### src/rtl/lcd_pkg.sv
// lcd_pkg: shared constants and types for the HD44780-style bus responder.
//   Command prefixes are named by the highest set bit of the command byte,
//   so cmd_class() maps any command byte onto exactly one of them.
package lcd_pkg;

  localparam int          DDRAM_DEPTH = 128;
  localparam logic [7:0]  FILL_CHAR   = 8'h20;

  localparam logic [7:0]  CMD_NOP     = 8'h00;
  localparam logic [7:0]  CMD_CLEAR   = 8'h01;
  localparam logic [7:0]  CMD_HOME    = 8'h02;
  localparam logic [7:0]  CMD_ENTRY   = 8'h04;
  localparam logic [7:0]  CMD_DISPCTL = 8'h08;
  localparam logic [7:0]  CMD_SHIFT   = 8'h10;
  localparam logic [7:0]  CMD_FUNC    = 8'h20;
  localparam logic [7:0]  CMD_CGADDR  = 8'h40;
  localparam logic [7:0]  CMD_DDADDR  = 8'h80;

  typedef enum logic [1:0] {
    ST_IDLE,
    ST_BUSY,
    ST_CLEAR
  } state_e;

  // One-hot of the highest set bit; 0 for the all-zero no-op byte.
  function automatic logic [7:0] cmd_class(input logic [7:0] b);
    cmd_class = CMD_NOP;
    for (int i = 0; i < 8; i++)
      if (b[i]) cmd_class = 8'h01 << i;
  endfunction

  // 7-bit modulo step used for both AC and display shift.
  function automatic logic [6:0] step7(input logic [6:0] v, input logic up);
    step7 = up ? v + 7'd1 : v - 7'd1;
  endfunction

endpackage

### src/rtl/lcd_ddram.sv
// lcd_ddram: 128x8 display RAM.
//   we_i/waddr_i/wdata_i : synchronous write port
//   raddr_i -> rdata_o   : registered read (AC side)
//   maddr_i -> mdata_o   : registered read (monitor side)
//   Storage has no reset; only the read registers clear on rst_i.
module lcd_ddram
  import lcd_pkg::*;
(
  input  logic       clk,
  input  logic       rst_i,
  input  logic       we_i,
  input  logic [6:0] waddr_i,
  input  logic [7:0] wdata_i,
  input  logic [6:0] raddr_i,
  output logic [7:0] rdata_o,
  input  logic [6:0] maddr_i,
  output logic [7:0] mdata_o
);

  logic [7:0] mem_q [DDRAM_DEPTH];
  logic [7:0] rd_q, mon_q;

  always_ff @(posedge clk) begin
    if (we_i) mem_q[waddr_i] <= wdata_i;
  end

  always_ff @(posedge clk) begin
    if (rst_i) begin
      rd_q  <= '0;
      mon_q <= '0;
    end else begin
      rd_q  <= mem_q[raddr_i];
      mon_q <= mem_q[maddr_i];
    end
  end

  assign rdata_o = rd_q;
  assign mdata_o = mon_q;

endmodule

### src/rtl/lcd_responder.sv
// lcd_responder: display-side endpoint of the 8-bit parallel LCD bus.
//   clk, rst (sync, active high)
//   lcd_en/lcd_rs/lcd_rw/lcd_din : bus from controller, committed on en fall
//   lcd_dout/lcd_dout_oe         : read data returned to controller
//   busy, addr_cnt, mode flags, disp_shift, ovr_err : decoded display state
//   mon_addr -> mon_char         : 1-cycle monitor read of DDRAM
module lcd_responder
  import lcd_pkg::*;
#(
  parameter int BUSY_CYC = 4
) (
  input  logic       clk,
  input  logic       rst,
  input  logic       lcd_en,
  input  logic       lcd_rs,
  input  logic       lcd_rw,
  input  logic [7:0] lcd_din,
  output logic [7:0] lcd_dout,
  output logic       lcd_dout_oe,
  output logic       busy,
  output logic [6:0] addr_cnt,
  output logic       disp_on,
  output logic       cursor_on,
  output logic       blink_on,
  output logic       two_line,
  output logic       inc_mode,
  output logic       shift_mode,
  output logic [6:0] disp_shift,
  output logic       ovr_err,
  input  logic [6:0] mon_addr,
  output logic [7:0] mon_char
);

  localparam int CW = (BUSY_CYC > 1) ? $clog2(BUSY_CYC) : 1;

  state_e        state_q;
  logic [CW-1:0] cnt_q;
  logic [6:0]    clr_q, ac_q, shift_q;
  logic          en_d_q, rs_q, rw_q, oe_q;
  logic [7:0]    din_q;
  logic          disp_q, cur_q, blink_q, two_q, inc_q, shm_q, ovr_q;

  logic          fall, busy_w, data_wr;
  logic          ram_we;
  logic [6:0]    ram_waddr;
  logic [7:0]    ram_wdata, ram_rdata;

  assign fall    = en_d_q & ~lcd_en;
  assign busy_w  = (state_q != ST_IDLE);
  assign data_wr = fall & rs_q & ~rw_q & ~busy_w;

  // Clear sweep and data writes never overlap: a data write is only
  // accepted in IDLE. rst gates the port so an aborted clear stops at once.
  always_comb begin
    ram_we    = 1'b0;
    ram_waddr = ac_q;
    ram_wdata = din_q;
    if (!rst) begin
      if (state_q == ST_CLEAR) begin
        ram_we    = 1'b1;
        ram_waddr = clr_q;
        ram_wdata = FILL_CHAR;
      end else if (data_wr) begin
        ram_we    = 1'b1;
      end
    end
  end

  lcd_ddram u_ddram (
    .clk     (clk),
    .rst_i   (rst),
    .we_i    (ram_we),
    .waddr_i (ram_waddr),
    .wdata_i (ram_wdata),
    .raddr_i (ac_q),
    .rdata_o (ram_rdata),
    .maddr_i (mon_addr),
    .mdata_o (mon_char)
  );

  always_ff @(posedge clk) begin
    if (rst) begin
      state_q <= ST_IDLE;
      cnt_q   <= '0;
      clr_q   <= '0;
      ac_q    <= '0;
      shift_q <= '0;
      en_d_q  <= 1'b0;
      rs_q    <= 1'b0;
      rw_q    <= 1'b0;
      din_q   <= '0;
      oe_q    <= 1'b0;
      disp_q  <= 1'b0;
      cur_q   <= 1'b0;
      blink_q <= 1'b0;
      two_q   <= 1'b0;
      inc_q   <= 1'b1;
      shm_q   <= 1'b0;
      ovr_q   <= 1'b0;
    end else begin
      en_d_q <= lcd_en;
      oe_q   <= lcd_en & lcd_rw;
      if (lcd_en) begin
        rs_q  <= lcd_rs;
        rw_q  <= lcd_rw;
        din_q <= lcd_din;
      end

      case (state_q)
        ST_BUSY: begin
          if (cnt_q == '0) state_q <= ST_IDLE;
          else             cnt_q   <= cnt_q - CW'(1);
        end
        ST_CLEAR: begin
          clr_q <= clr_q + 7'd1;
          if (clr_q == 7'(DDRAM_DEPTH - 1)) begin
            state_q <= ST_IDLE;
            ac_q    <= '0;
            shift_q <= '0;
            inc_q   <= 1'b1;
          end
        end
        default: ;
      endcase

      // Commit. Status reads never touch state; everything else is
      // dropped while busy (reads silently, writes flag the overrun).
      if (fall && !(rw_q && !rs_q)) begin
        if (busy_w) begin
          if (!rw_q) ovr_q <= 1'b1;
        end else begin
          state_q <= ST_BUSY;
          cnt_q   <= CW'(BUSY_CYC - 1);
          if (rw_q) begin
            ac_q <= step7(ac_q, inc_q);
          end else if (rs_q) begin
            ac_q <= step7(ac_q, inc_q);
            if (shm_q) shift_q <= step7(shift_q, inc_q);
          end else begin
            case (cmd_class(din_q))
              CMD_DDADDR:  ac_q <= din_q[6:0];
              CMD_FUNC:    two_q <= din_q[3];
              CMD_SHIFT: begin
                if (din_q[3]) shift_q <= step7(shift_q, din_q[2]);
                else          ac_q    <= step7(ac_q, din_q[2]);
              end
              CMD_DISPCTL: {disp_q, cur_q, blink_q} <= din_q[2:0];
              CMD_ENTRY:   {inc_q, shm_q} <= din_q[1:0];
              CMD_HOME: begin
                ac_q    <= '0;
                shift_q <= '0;
              end
              CMD_CLEAR: begin
                state_q <= ST_CLEAR;
                clr_q   <= '0;
              end
              default: ; // CGRAM address and no-op: accepted, no state
            endcase
          end
        end
      end
    end
  end

  // Data read returns 0 while busy since that read will be ignored.
  always_comb begin
    lcd_dout = '0;
    if (oe_q) begin
      if (!rs_q)       lcd_dout = {busy_w, ac_q};
      else if (!busy_w) lcd_dout = ram_rdata;
    end
  end

  assign lcd_dout_oe = oe_q;
  assign busy        = busy_w;
  assign addr_cnt    = ac_q;
  assign disp_shift  = shift_q;
  assign disp_on     = disp_q;
  assign cursor_on   = cur_q;
  assign blink_on    = blink_q;
  assign two_line    = two_q;
  assign inc_mode    = inc_q;
  assign shift_mode  = shm_q;
  assign ovr_err     = ovr_q;

endmodule

### config.mk
export PLATFORM = sky130hd
export DESIGN_NAME = lcd_responder
export DESIGN_NICKNAME = d
export VERILOG_FILES = /design/src/rtl/lcd_pkg.sv /design/src/rtl/lcd_ddram.sv /design/src/rtl/lcd_responder.sv
export SDC_FILE = /design/constraint.sdc
export NUM_CORES = 2
export LEC_CHECK = 0
export BUFFER_PORTS_ARGS = -buffer_cell sky130_fd_sc_hd__buf_2
export CORE_ASPECT_RATIO = 0.8
export CORE_MARGIN = 3
export CORE_UTILIZATION = 25
export CTS_CLUSTER_DIAMETER = 150
export DETAILED_ROUTE_END_ITERATION = 12
export PLACE_DENSITY_LB_ADDON = 0.3
export RECOVER_POWER = 50
export REMOVE_ABC_BUFFERS = 1
export SLEW_MARGIN = 15
export SYNTH_ARGS = -nofsm -noshare
export SYNTH_HDL_FRONTEND = slang
export SYNTH_SLANG_ARGS = --single-unit
### constraint.sdc
create_clock -name clk -period 15.68 [get_ports clk]
set_clock_uncertainty 0.1 [all_clocks]
set_input_delay 4.704 -clock clk [delete_from_list [all_inputs] [get_ports clk]]
set_output_delay 4.704 -clock clk [all_outputs]
set_load 0.02 [all_outputs]
## Word level (Yosys, flattened, before mapping)

Memories as Yosys holds them, arrays and structs flattened. A register that Yosys moved wholly into a read port is not among the register bits.
Cells that the tools add are included.
Widths: inputs -> output; s select.

| operators by class | value |
|---|---|
| add/sub/neg operators | 6 |
| eq/ne operators | 10 |
| muxes and demuxes | 71 |
| bitwise operators | 9 |
| reduce and logical (&&, ||, !) cells | 10 |

Operators by type and width:

| cell | number |
|---|---|
| $mux 7 | 27 |
| $mux 8 | 17 |
| $mux 2 | 11 |
| $add 7x1->7 const B | 3 |
| $pmux 7 s3 | 1 |
| $reduce_and 5->1 | 3 |
| $pmux 7 s2 | 1 |
| $sub 7x1->7 const B | 2 |
| $mux 1 | 13 |
| $eq 8x1->1 const B | 1 |
| $eq 8x2->1 const B | 1 |
| $eq 8x3->1 const B | 1 |
| $eq 8x4->1 const B | 1 |
| $eq 8x5->1 const B | 1 |
| $eq 8x6->1 const B | 1 |
| $eq 8x8->1 const B | 1 |
| $eq 7x7->1 const B | 1 |
| $and 1x1->1 | 5 |
| $not 1->1 | 4 |
| $pmux 2 s2 | 1 |
| $reduce_and 3->1 | 1 |
| $eq 2x1->1 const B | 1 |
| $eq 2x2->1 const B | 1 |
| $logic_and 1x1->1 | 2 |
| 4 further kinds | 5 |

| word-level totals | value |
|---|---|
| bits in registers | 44 |
| memory bits (writable) | 1024 |
| input bits | 20 |
| output and inout bits | 39 |
| logic and storage cells | 124 |
| memories kept | 1 |

Memories:

| name | depth | width | read ports | clocked after memory_dff | wr ports | RTL line | RTL |
|---|---|---|---|---|---|---|---|
| u_ddram.mem_q | 128 | 8 | 2 | 2 | 1 | lcd_ddram.sv:20 | `logic [7:0] mem_q [DDRAM_DEPTH];` |

## Depth between registers and ports, before layout

| depth | value |
|---|---|
| depth after elaboration | 19 |
| gate-level depth with buffers | 12 |
| gate-level depth less buffers | 8 |

## By module

Synthesis repeated with hierarchy kept, for this count alone.

| unflattened totals | value |
|---|---|
| cells, all modules | 2959 |
| area total of the unflattened synthesis | 51539.4 µm² |

By module, submodules not included:

| module | instances | cells each | area an instance (µm²) | seq. area each (µm²) |
|---|---|---|---|---|
| lcd_ddram | 1 | 2605 | 48600.4 | 31069.8 |
| lcd_responder | 1 | 354 | 2939.1 | 880.8 |

## Worst setup path after synthesis

OpenSTA, ideal clock, no wires.

| timing | value |
|---|---|
| path kind | in2reg |
| from | in rst |
| to | mem u_ddram.mem_q[0][2], data pin |
| arrival | 8.210 ns |
| data required time | 14.782 ns |
| slack | 6.572 ns |
| stages | 4 |
| path through | clkbuf_1 -> nor2b_1 -> clkbuf_1 -> nor2_1 |

| between the ends | value |
|---|---|
| longest elaborated chain between the ends | 1 |

Ends and longest elaborated chain:

| item | RTL line | RTL |
|---|---|---|
| from (decl) | lcd_responder.sv:13 | `input logic rst,` |
| $mux 8 | lcd_responder.sv:58 | `if (!rst) begin` |
| net ram_wdata[2] | lcd_responder.sv:46 | `logic [7:0] ram_wdata, ram_rdata;` |
| to (decl) | lcd_ddram.sv:20 |  |

The timed path passes the listed nets, and every way through them passes these cells.

## Worst setup path after layout

| timing | value |
|---|---|
| from | in rst |
| to | mem u_ddram.mem_q[23][6], data pin |

The elaborated chain is that of the path after synthesis.

==> flow_summary.yaml <==
power:
  peakVddDrop_uv: 92.6
  p_leak_uw: 0.0177
  p_per_area_nw_per_um2: 108
  power.total_uw: 6260
hold_path:
  hold_path_depth: 2
  hold_path_end: "two_line$_SDFFE_PP0P_"
  hp-class: "flop to flop"
  hold_start: "two_line$_SDFFE_PP0P_"
global_routing:
  grt_max_degree: 85
  grt_pass1_vias: 30600
  grt_overflow: 0
  grt_pass1_wl_mm: 252
  antenna_found_initial: 9
  grtUsageTotal: 0.167
clock_network:
  cts.repair.resized: 0
  cts.path.max_buffers: 3
  path_clk_slew_ps: 60
  cts-root-buf: "clkbuf_16"
  numCtsBuffers: 105
  cts.sinks: 1084
  insertion_delay_ps: 730
  cts_hold_buf: 0
  cts-htree-levels: 3
  cts_tree: "yes"
  post_cts_buffers: 0
worst_setup_path:
  critical-path-slowest-cell: "and2_0"
  ff2ff_setup_slack_ps: 7630
  slowest_delay_ps: 3040
  cp_num_buf_inv: 2
  rr_worst_depth: 5
  path_cells: "clkbuf_1, nand2b_1, and2_0, clkbuf_1"
  critPathKind: "input port to flop"
  critPathRequiredTime_ps: 15620
  cp-start-kind: "input port"
  crit_cells: 4
  crit_top_cell: "clkbuf_1"
  crit_path_max_fanout: 67
  timing.rr.start: "state_q[0]$_SDFF_PP0_"
  cp_data_arrival_time_ps: 11370
  worst_r2r_endpoint: "u_ddram.mem_q[23][6]$_DFFE_PP_"
  cp-end-kind: "flop"
  path_delay_family: "simple AND/OR/NAND/NOR gates"
finish:
  nets: 3142
  n_fill_cell: 20400
  drive_gt1_frac: 0.221
  utilization: 0.284
  final_cell_area_um2: 58200
  syn_to_final_growth_pct: 12.3
yosys:
  netlist_area_um2: 51800
  yosysTopAreaCellShare: 0.593
  yosysSeqAreaShare: 0.616
  synth_most_common_cell: "edfxtp_1"
  syn_inst: 3108
  ys.flop_type: "edfxtp_1"
  synth_enable_flop_cells: 1024
  synth_common_cells: "edfxtp_1 (1024), mux4_2 (394), mux2i_1 (304)"
  yosys.area.top_type: "edfxtp_1"
  async_reset_ff_frac: 0
  avgSynthCellArea_um2: 16.7
  ys_top_cells_by_area: "edfxtp_1 (59%), mux4_2 (17%), mux2i_1 (5.9%)"
  synth-seq-cells: 1084
  synthDistinctLibCells: 77
  yosysWarnings: 0
die:
  core-area_um2: 205000
  core.rowCount: 148
  die-area_um2: 213000
  start_util: 0.253
  fp.dieW_um: 515
  num_io_pins: 59
  fp.dieH_um: 413
timing:
  finalSetupViolations: 0
  finalHoldViolCount: 0
  relSlewSlack: -1.89
  timing.final.crit_period_ps: 11430
  fmax_mhz: 87.5
  rsz0062_at_grt: "false"
  drv_slew: 1172
  hold_ws_ps: 389
  worstMarginPinSlew_ps: 4340
  timing.final.ws_setup_ps: 4250
  period_share: 0.729
drt:
  dr.pass1.iters: 6
  first_iter_violations: 4777
  avgRoutedWirePerCell_um: 30.9
  wirelength_mm: 182
  viasPerCell: 5.45
  drtAntennaViolNets: 0
  drc: 0
  vias: 32200
job:
  drv_cap: 19
placed_design:
  port_buffers: 58
  place_area_um2: 55000
  routabilityCongestion: 0.884
  place_ws_ps: 6560
  dp_hpwl_mm: 121
run_status:
  outcome: "finished with violations"
  violations: "capacitance limit, slew limit"
[report_power, final]
part	switching [uW]	leakage (uW)	internal, uW	total (uW)
Combinational	317	0.00616	153	470
Sequential	14.5	0.00985	3180	3200
Clock	1180	0.00168	1410	2590
Total	1510	0.0177	4750	6260
[tightest hold or removal path, cell delays in order, from the launching register on]
cell and delay, ps:
dfxtp_1 330, nand2_1 60, a21oi_1 50
[cell usage in the layout (no fill, tap or decap), types with 27 or more instances in the layout]
cell | Yosys | final
mux4_2 | 394 | 394
a22o_1 | 31 | 31
clkbuf_16 | 0 | 108
buf_2 | 72 | 32
a211oi_1 | 34 | 35
nand3_1 | 64 | 64
clkbuf_1 | 105 | 75
o22ai_1 | 67 | 67
nand2_1 | 119 | 119
o21ai_0 | 50 | 49
edfxtp_1 | 1024 | 1024
dfxtp_1 | 60 | 59
nor2_1 | 197 | 193
buf_4 | 23 | 60
mux2i_1 | 304 | 304
mux2_2 | 27 | 27
a221oi_1 | 29 | 29
a22oi_1 | 102 | 102
a21oi_1 | 63 | 63
[cell families after synthesis]
group | synth area share
DFF | 0.616
muxes | 0.239
and+or+nand+nor | 0.0492
AOI/OAI and AO/OA | 0.0625
buffers and inverters | 0.0274
xor gates and xnor gates | 0.00355
adders and majority gates | 0.00193
[registers in the layout (all words and copies together), names as in the netlist, 7 cells and up]
| register | flops |
|---|---|
| din_q | 8 |
| addr_cnt | 7 |
| disp_shift | 7 |
| u_ddram.mem_q | 1024 |
| u_ddram.rdata_o | 8 |
| clr_q | 7 |
| u_ddram.mdata_o | 8 |
[how the worst max path moves through the flow]
stage / start / endpoint / slack (ps)
global route: rst / u_ddram.mem_q[14][6]$_DFFE_PP_ / 3820
global placement: mon_addr[0] / u_ddram.mdata_o[5]$_SDFF_PP0_ / 6570
finish: rst / u_ddram.mem_q[23][6]$_DFFE_PP_ / 4250
detailed placement: mon_addr[0] / u_ddram.mdata_o[5]$_SDFF_PP0_ / 6560
floorplan: addr_cnt[0]$_SDFF_PP0_ / lcd_dout[0] / -4290
CTS: mon_addr[0] / u_ddram.mdata_o[5]$_SDFF_PP0_ / 7360
[metal layers]
metal	up-vias	routed length, um	global-route usage
li1	12900	-	-
met3	237	19400	0.0460
met5	-	12	0
met2	1802	76600	0.237
met1	17200	82200	0.251
met4	2	4210	0.0365
[stage by stage]
stage	TNS (ps)	cells
after CTS	0	5907
after floorplan	-116640	2860
after detailed placement	0	5707
final	0	5912
after global routing	0	5907
after global placement	0	5707
[cell type report]
class	instances	area, um2	share of cell area
diodes	5	12.5	0.000215
clock buffers	134	2820	0.0484
clock inverters	66	612	0.0105
inverters	13	48.8	0.000838
multi-input cells	1763	18500	0.318
flip-flops and latches	1084	32000	0.549
well taps	2700	3380	0.0580
repair buffers	147	872	0.0150
Note: power is estimated with default switching activity, not from simulation.
